### config.mk
export PLATFORM = sky130hd
export DESIGN_NAME = countones_arbiter
export DESIGN_NICKNAME = d
export VERILOG_FILES = /design/src/rtl/countones_pkg.sv /design/src/rtl/countones.sv /design/src/rtl/countones_arbiter.sv
export SDC_FILE = /design/constraint.sdc
export NUM_CORES = 1
export LEC_CHECK = 0
export BUFFER_PORTS_ARGS = -buffer_cell sky130_fd_sc_hd__buf_2
export CAP_MARGIN = 30
export CORE_MARGIN = 2
export CORE_UTILIZATION = 41
export DETAILED_ROUTE_END_ITERATION = 16
export PLACE_DENSITY = 0.79
export SYNTH_ARGS = -nofsm -noshare
export SYNTH_HDL_FRONTEND = slang
export SYNTH_SLANG_ARGS = --single-unit
### constraint.sdc
create_clock -name clk_i -period 8.1 [get_ports clk_i]
set_clock_uncertainty 0.15 [all_clocks]
set_input_delay 0.405 -clock clk_i [delete_from_list [all_inputs] [get_ports clk_i]]
set_output_delay 0.405 -clock clk_i [all_outputs]
set_load 0.01 [all_outputs]
### src/rtl/countones_pkg.sv
// Shared types and width helpers for the population-count arbiter and its datapath.
package countones_pkg;

    typedef enum logic [0:0] {
        eEmpty = 1'b0,
        eFull  = 1'b1
    } state_e;

    // Count needs one extra bit so an all-ones word fits exactly.
    function automatic int count_width(input int width);
        return $clog2(width) + 1;
    endfunction

    function automatic int id_width(input int els);
        return (els < 2) ? 1 : $clog2(els);
    endfunction

endpackage

### src/rtl/countones.sv
// Combinational population count of a width_p-bit word.
module countones
    import countones_pkg::*;
#(
    parameter int width_p = 32
) (
    input  logic [width_p-1:0]                  i,
    output logic [count_width(width_p)-1:0]     o
);

    localparam int CountW = count_width(width_p);

    always_comb begin
        o = '0;
        for (int b = 0; b < width_p; b++) begin
            o = o + CountW'(i[b]);
        end
    end

endmodule

### src/rtl/countones_arbiter.sv
// Round-robin shares one countones datapath among els_p requesters; results
// land in a single-entry register drained by a valid/yumi handshake.
module countones_arbiter
    import countones_pkg::*;
#(
    parameter int width_p = 32,
    parameter int els_p   = 4
) (
    input  logic                               clk_i,
    input  logic                               reset_i,
    input  logic [els_p-1:0]                   v_i,
    input  logic [els_p*width_p-1:0]           data_i,
    output logic [els_p-1:0]                   ready_o,
    output logic                               v_o,
    output logic [count_width(width_p)-1:0]    count_o,
    output logic [id_width(els_p)-1:0]         id_o,
    input  logic                               yumi_i
);

    localparam int CountW = count_width(width_p);
    localparam int IdW    = id_width(els_p);

    state_e              state_q, state_d;
    logic [IdW-1:0]      ptr_q, ptr_d;
    logic [CountW-1:0]   count_q, count_d;
    logic [IdW-1:0]      id_q, id_d;

    logic [els_p-1:0]    grant;
    logic [IdW-1:0]      grant_id;
    logic                accept_en;
    logic                accept;
    logic [width_p-1:0]  masked_word [els_p];
    logic [width_p-1:0]  granted_word;
    logic [CountW-1:0]   granted_count;

    // Search starts at the pointer and wraps, so the last winner goes to the back.
    always_comb begin
        int             pos;
        logic [IdW-1:0] idx;
        logic           found;
        grant    = '0;
        grant_id = '0;
        found    = 1'b0;
        pos      = 0;
        idx      = '0;
        for (int i = 0; i < els_p; i++) begin
            pos = int'(ptr_q) + i;
            if (pos >= els_p) begin
                pos = pos - els_p;
            end
            idx = IdW'(pos);
            if (!found && v_i[idx]) begin
                found       = 1'b1;
                grant[idx]  = 1'b1;
                grant_id    = idx;
            end
        end
    end

    generate
        for (genvar gi = 0; gi < els_p; gi++) begin : g_mask
            assign masked_word[gi] = data_i[gi*width_p +: width_p] & {width_p{grant[gi]}};
        end
    endgenerate

    always_comb begin
        granted_word = '0;
        for (int k = 0; k < els_p; k++) begin
            granted_word = granted_word | masked_word[k];
        end
    end

    countones #(
        .width_p (width_p)
    ) u_countones (
        .i (granted_word),
        .o (granted_count)
    );

    // Draining and refilling in the same cycle keeps full throughput.
    assign accept_en = (state_q == eEmpty) || ((state_q == eFull) && yumi_i);
    assign ready_o   = reset_i ? '0 : (grant & {els_p{accept_en}});
    assign accept    = |ready_o;

    always_comb begin
        state_d = state_q;
        ptr_d   = ptr_q;
        count_d = count_q;
        id_d    = id_q;
        if (accept) begin
            state_d = eFull;
            count_d = granted_count;
            id_d    = grant_id;
            if (int'(grant_id) == els_p - 1) begin
                ptr_d = '0;
            end else begin
                ptr_d = grant_id + IdW'(1);
            end
        end else if ((state_q == eFull) && yumi_i) begin
            state_d = eEmpty;
        end
    end

    always_ff @(posedge clk_i) begin
        if (reset_i) begin
            state_q <= eEmpty;
            ptr_q   <= '0;
            count_q <= '0;
            id_q    <= '0;
        end else begin
            state_q <= state_d;
            ptr_q   <= ptr_d;
            count_q <= count_d;
            id_q    <= id_d;
        end
    end

    assign v_o     = (state_q == eFull);
    assign count_o = count_q;
    assign id_o    = id_q;

    always_ff @(posedge clk_i) begin
        if (!reset_i) begin
            assert ($onehot0(ready_o));
            assert (!(yumi_i && !v_o));
            if (v_o) begin
                assert (count_o <= CountW'(width_p));
            end
        end
    end

endmodule
==> run summary, run 1 <==
Setup crit end kind - register
Area Growth Syn to Fin - 34.2%
Seq cells post-synth - 11
Register Area - 220 um^2
met2 Use GR - 0.372
first-pass GRT wire length - 11.6 mm
HP Class - reg2reg
die width - 81.6 um
Ports - 148
Clock Path Buffers - 2
status - finished, final reports clean
Site Rows - 28
Final Slew Violations - 0
vias in the first global route - 2639
ys flop type - dfxtp_1
met3 GRT Util - 0.0297
fraction of registers with async set/reset - 0
fin nets - 607
area occupied by multi-input gates - 2030 um^2
Post-DP HPWL - 6.32 mm
post-synthesis sequential area ratio - 0.0892
post-cts hold buffer count - 0
DRT Wirelength - 7.50 mm
Layout fillers - 573
GRT overflow - 0
Syn Nets - 471
Starting Density - 0.419
DR vias - 2859
Clock Latency Late Sink - 240 ps
post-route ant nets - 0
RSZ-0062 raised after global routing - no
R2R Setup Slk - 400 ps
Crit Reg-Reg Startpoint - ptr_q[1]$_SDFFE_PP0P_
cts bufs inserted - 3
Inserted Diodes - 0
final hold vios - 0
root buffer selected by CTS - clkbuf_8
first-pass iteration count of the detailed router - 9
CP arrival - 7720 ps
die area - 6660 um^2
commonest cells after routing, fill and taps aside - 147 x buf_2, 49 x nand2_1, 26 x inv_1
CTS H-tree depth - 1
Remaining DRCs - 0
CTS tree - built
Post-Syn Area - 2470 um^2
worst r2r path cells - 25
Synth Area per Inst - 8.34 um^2
layout cells sized above 1 - 0.390
initial antenna violation count - 0
crit path from - ptr_q[1]$_SDFFE_PP0P_
worst-path maximum fanout - 5
slew margin rel. - 0.594
Total GRT Usage - 0.214
kind of critical path - reg2reg
distinct cell type count after synthesis - 51
DR WL/cell - 14.8 um
number of max-cap violations - 0
crit path capture - count_o[4]$_SDFFE_PP0P_
Worst R2R End - count_o[4]$_SDFFE_PP0P_
die height - 81.6 um
post-layout min period - 7700 ps
EDFF count, synth - 0
grt met1 use - 0.285
CTS clk-pin slew, worst paths - 50 ps
IO buf count - 147
total negative setup slack - 0 ps
fin crit share - 0.951
largest net degree at the start of global routing - 32
Starting DRT DRC Count - 293
startpoint types - register
routed vias/inst - 5.65
Sink Count - 11
WP data required - 8120 ps
GP Congestion - 0.896
Ys Warns - 0
core area - 5890 um^2
Tightest Pin Transition - 607 ps
most used routing layer - met2
Final setup violation count - 0
commonest non-fill, non-tap cell in the layout - buf_2
Gate Count Post-Synth - 296
FMAX - 0.130 GHz
-- kinds of logic (layout without fill, tap and decap cells) --
logic type,count (synthesis),count (layout),share of synthesized area
compound gates,88,88,0.301
xor+xnor,4,4,0.0142
fa+ha+maj,40,40,0.276
buf+inv,52,187,0.0922
flops,11,11,0.0892
mux,12,12,0.0532
simple gates,89,89,0.174
-- metal layers --
metal,vias to the layer above,wire (um),part of all wire
li1,1371,-,-
met3,10,571,0.076
met2,139,3850,0.51
met4,0,74,0.0099
met1,1339,3010,0.40
met5,-,0,0
-- final cells by class --
cell class | instances | area share
multi-input combinational | 233 | 0.614
timing repair buffer | 156 | 0.247
sequential | 11 | 0.0665
inverter | 27 | 0.0306
tap | 75 | 0.0283
clock buffer | 4 | 0.0136
-- worst max-delay path, stage by stage, from the launching register on --
cell and delay, ps:
dfxtp_1 330, inv_1 120, ha_4 310, mux2_2 340, and3_4 200, or2_1 240, a222oi_1 330, nand2_1 170
a222oi_1 330, nand2_1 100, ha_1 320, fa_1 510, fa_1 530, fa_1 520, fa_1 550, inv_1 60
fa_1 500, fa_1 580, fa_1 170, inv_1 60, fa_1 400, a21o_1 190, a21oi_1 170, xnor2_1 140
o211ai_1 100, a31oi_1 200
-- flip-flops by register name, summed over array words and instances (netlist names), named ones only --
name and cells:
id_o 2, ptr_q 1, count_o 6, v_o 1
-- cells in the mapped netlist, types with 3 or more instances --
library cell  number  area (um^2)
buf_6              3         33.8
o21ai_0            4         20.0
inv_1             27          101
a21oi_1            3         15.0
and2_1             4         25.0
a211oi_1           3         22.5
a21o_1             4         30.0
nand2_1           49          184
nor2_1             6         22.5
mux2i_1            8         80.1
a221oi_1          14          123
a21boi_0           4         30.0
dfxtp_1           11          220
xnor2_1            3         26.3
ha_1              16          200
buf_2              5         25.0
nand2b_1           8         50.1
fa_1              24          480
a22o_1            14          123
a222oi_1          20          200
nor3b_1            3         22.5
a31oi_1            6         37.5
clkbuf_1          14         52.6
nand3_1            6         30.0
-- stage by stage --
stage,std cells,worst slack [ps],hold WS [ps],area [um^2],utilization
after floorplan,296,208,328,2470,-
after CTS,506,265,309,3300,0.560
after global placement,502,444,295,3250,0.553
after global routing,506,8.85,350,3310,0.563
final,506,396,308,3310,0.563
after detailed placement,502,250,301,3250,0.553
-- worst min-delay path by stage --
stage	start	to	slack (ps)	depth (start not counted)
after global routing	id_o[1]$_SDFFE_PP0P_	id_o[1]$_SDFFE_PP0P_	350	2
after detailed placement	count_o[2]$_SDFFE_PP0P_	count_o[2]$_SDFFE_PP0P_	300	2
after global placement	count_o[2]$_SDFFE_PP0P_	count_o[2]$_SDFFE_PP0P_	290	2
after CTS	count_o[2]$_SDFFE_PP0P_	count_o[2]$_SDFFE_PP0P_	310	2
after floorplan	count_o[2]$_SDFFE_PP0P_	count_o[2]$_SDFFE_PP0P_	330	2
final	count_o[2]$_SDFFE_PP0P_	count_o[2]$_SDFFE_PP0P_	310	2
-- timing repair --
item | in CTS | in global routing
endpoints found under the setup margin | 0 | 1
gates resized for setup | 0 | 3
setup buffers | 0 | 0
Power of run 1 is left out: the tool's default activity adds up to more than one toggle a clock period on the data nets, which glitch-free logic cannot reach.
==> run 2, diff against run 1 <==
- RECOVER_POWER: default -> 100
==> run 2 against run 1 <==
Against the previous run:
- count of clock-buffer cells in the layout unchanged
- non-clock buffer count unchanged
- cell area down 0.94%
- largest cell class unchanged
==> run summary, run 2 (same netlist as run 1, synthesis figures left out) <==
first-pass iteration count of the detailed router - 8
Starting Density - 0.419
Clock Path Buffers - 2
GRT overflow - 0
Layout fillers - 583
Ports - 148
DR vias - 2856
Largest register FFs - 6
Sink Count - 11
root buffer selected by CTS - clkbuf_8
post-layout min period - 7710 ps
DRT Wirelength - 7.57 mm
area occupied by multi-input gates - 2020 um^2
CTS H-tree depth - 1
CTS tree - built
vias in the first global route - 2639
commonest non-fill, non-tap cell in the layout - buf_2
Site Rows - 28
Remaining DRCs - 0
core area - 5890 um^2
slew margin rel. - 0.445
final hold vios - 0
CTS clk-pin slew, worst paths - 50 ps
die width - 81.6 um
GP Congestion - 0.896
worst-path maximum fanout - 5
startpoint types - register
Register Area - 220 um^2
largest net degree at the start of global routing - 32
initial antenna violation count - 0
RSZ-0062 raised after global routing - no
FMAX - 0.130 GHz
number of max-cap violations - 0
first-pass GRT wire length - 11.6 mm
CP arrival - 7730 ps
Total GRT Usage - 0.214
met2 wire length - 3.83 mm
Setup crit end kind - register
Largest Register - count_o
post-route ant nets - 0
routed vias/inst - 5.64
WP data required - 8120 ps
Area Growth Syn to Fin - 32.9%
Final setup violation count - 0
Clock Latency Late Sink - 240 ps
CP max stage delay - 580 ps
commonest cells after routing, fill and taps aside - 137 x buf_2, 49 x nand2_1, 26 x inv_1
Worst path slowest cell - fa_1
kind of critical path - reg2reg
HP Class - reg2reg
met3 WL - 588 um
fin nets - 607
IO buf count - 147
status - finished, final reports clean
cts bufs inserted - 3
Final Slew Violations - 0
Tightest Pin Transition - 823 ps
die height - 81.6 um
Starting DRT DRC Count - 313
total negative setup slack - 0 ps
Inserted Diodes - 0
fin crit share - 0.952
R2R Setup Slk - 390 ps
WL met1 - 3.06 mm
DR WL/cell - 15.0 um
Post-DP HPWL - 6.32 mm
die area - 6660 um^2
CP dominant cell by count - fa_1
uppermost routed layer - met4
layout cells sized above 1 - 0.360
==> run 2: worst max-delay path, delay by kind of cell (launching register included) <==
kind / cells / cell delay [ps]
mux: 1 / 340
buf+inv: 3 / 240
compound gates: 6 / 1330
xor+xnor: 1 / 130
simple gates: 4 / 710
flops: 1 / 330
fa+ha+maj: 10 / 4390
==> run 2: final timing paths <==
kind | startpoint | endpoint | cells past startpoint
min reg2reg | count_o[2]$_SDFFE_PP0P_ | count_o[2]$_SDFFE_PP0P_ | 2
max | ptr_q[1]$_SDFFE_PP0P_ | count_o[4]$_SDFFE_PP0P_ | 25
max reg2reg | ptr_q[1]$_SDFFE_PP0P_ | count_o[4]$_SDFFE_PP0P_ | 25
min | count_o[2]$_SDFFE_PP0P_ | count_o[2]$_SDFFE_PP0P_ | 2
==> run 2: through the flow <==
step                      hold WS (ps)   util  cells  instance area [um^2]  setup slack (ps)
final                              311  0.558    506                  3280               388
after global routing               352  0.558    506                  3280              16.8
after CTS                          309  0.560    506                  3300               265
after detailed placement           301  0.553    502                  3250               250
after global placement             295  0.553    502                  3250               444
after floorplan                    328      -    296                  2470               208
==> run 2: final cells by class <==
cell class	count	share of cell area
Clock buffer	4	0.0137
Inverter	27	0.0309
Multi-Input combinational cell	233	0.615
Sequential cell	11	0.0671
Tap cell	75	0.0286
Timing Repair Buffer	156	0.245
==> run 2: repair_timing <==
| action | 4_1_cts | 5_1_grt |
|---|---|---|
| hold endpoints to repair | 0 | 0 |
| hold buffers | 0 | 0 |
| setup endpoints to repair | 0 | 1 |
| gates resized for setup | 0 | 3 |
| buffers inserted | 0 | 0 |
==> run 2: per-layer routing <==
metal / up-vias / track usage
met1: 1322 / 0.285
met5: - / 0
met4: 0 / 0.0417
li1: 1370 / -
met3: 10 / 0.0297
met2: 154 / 0.372
Power of run 2 is left out for the same reason.
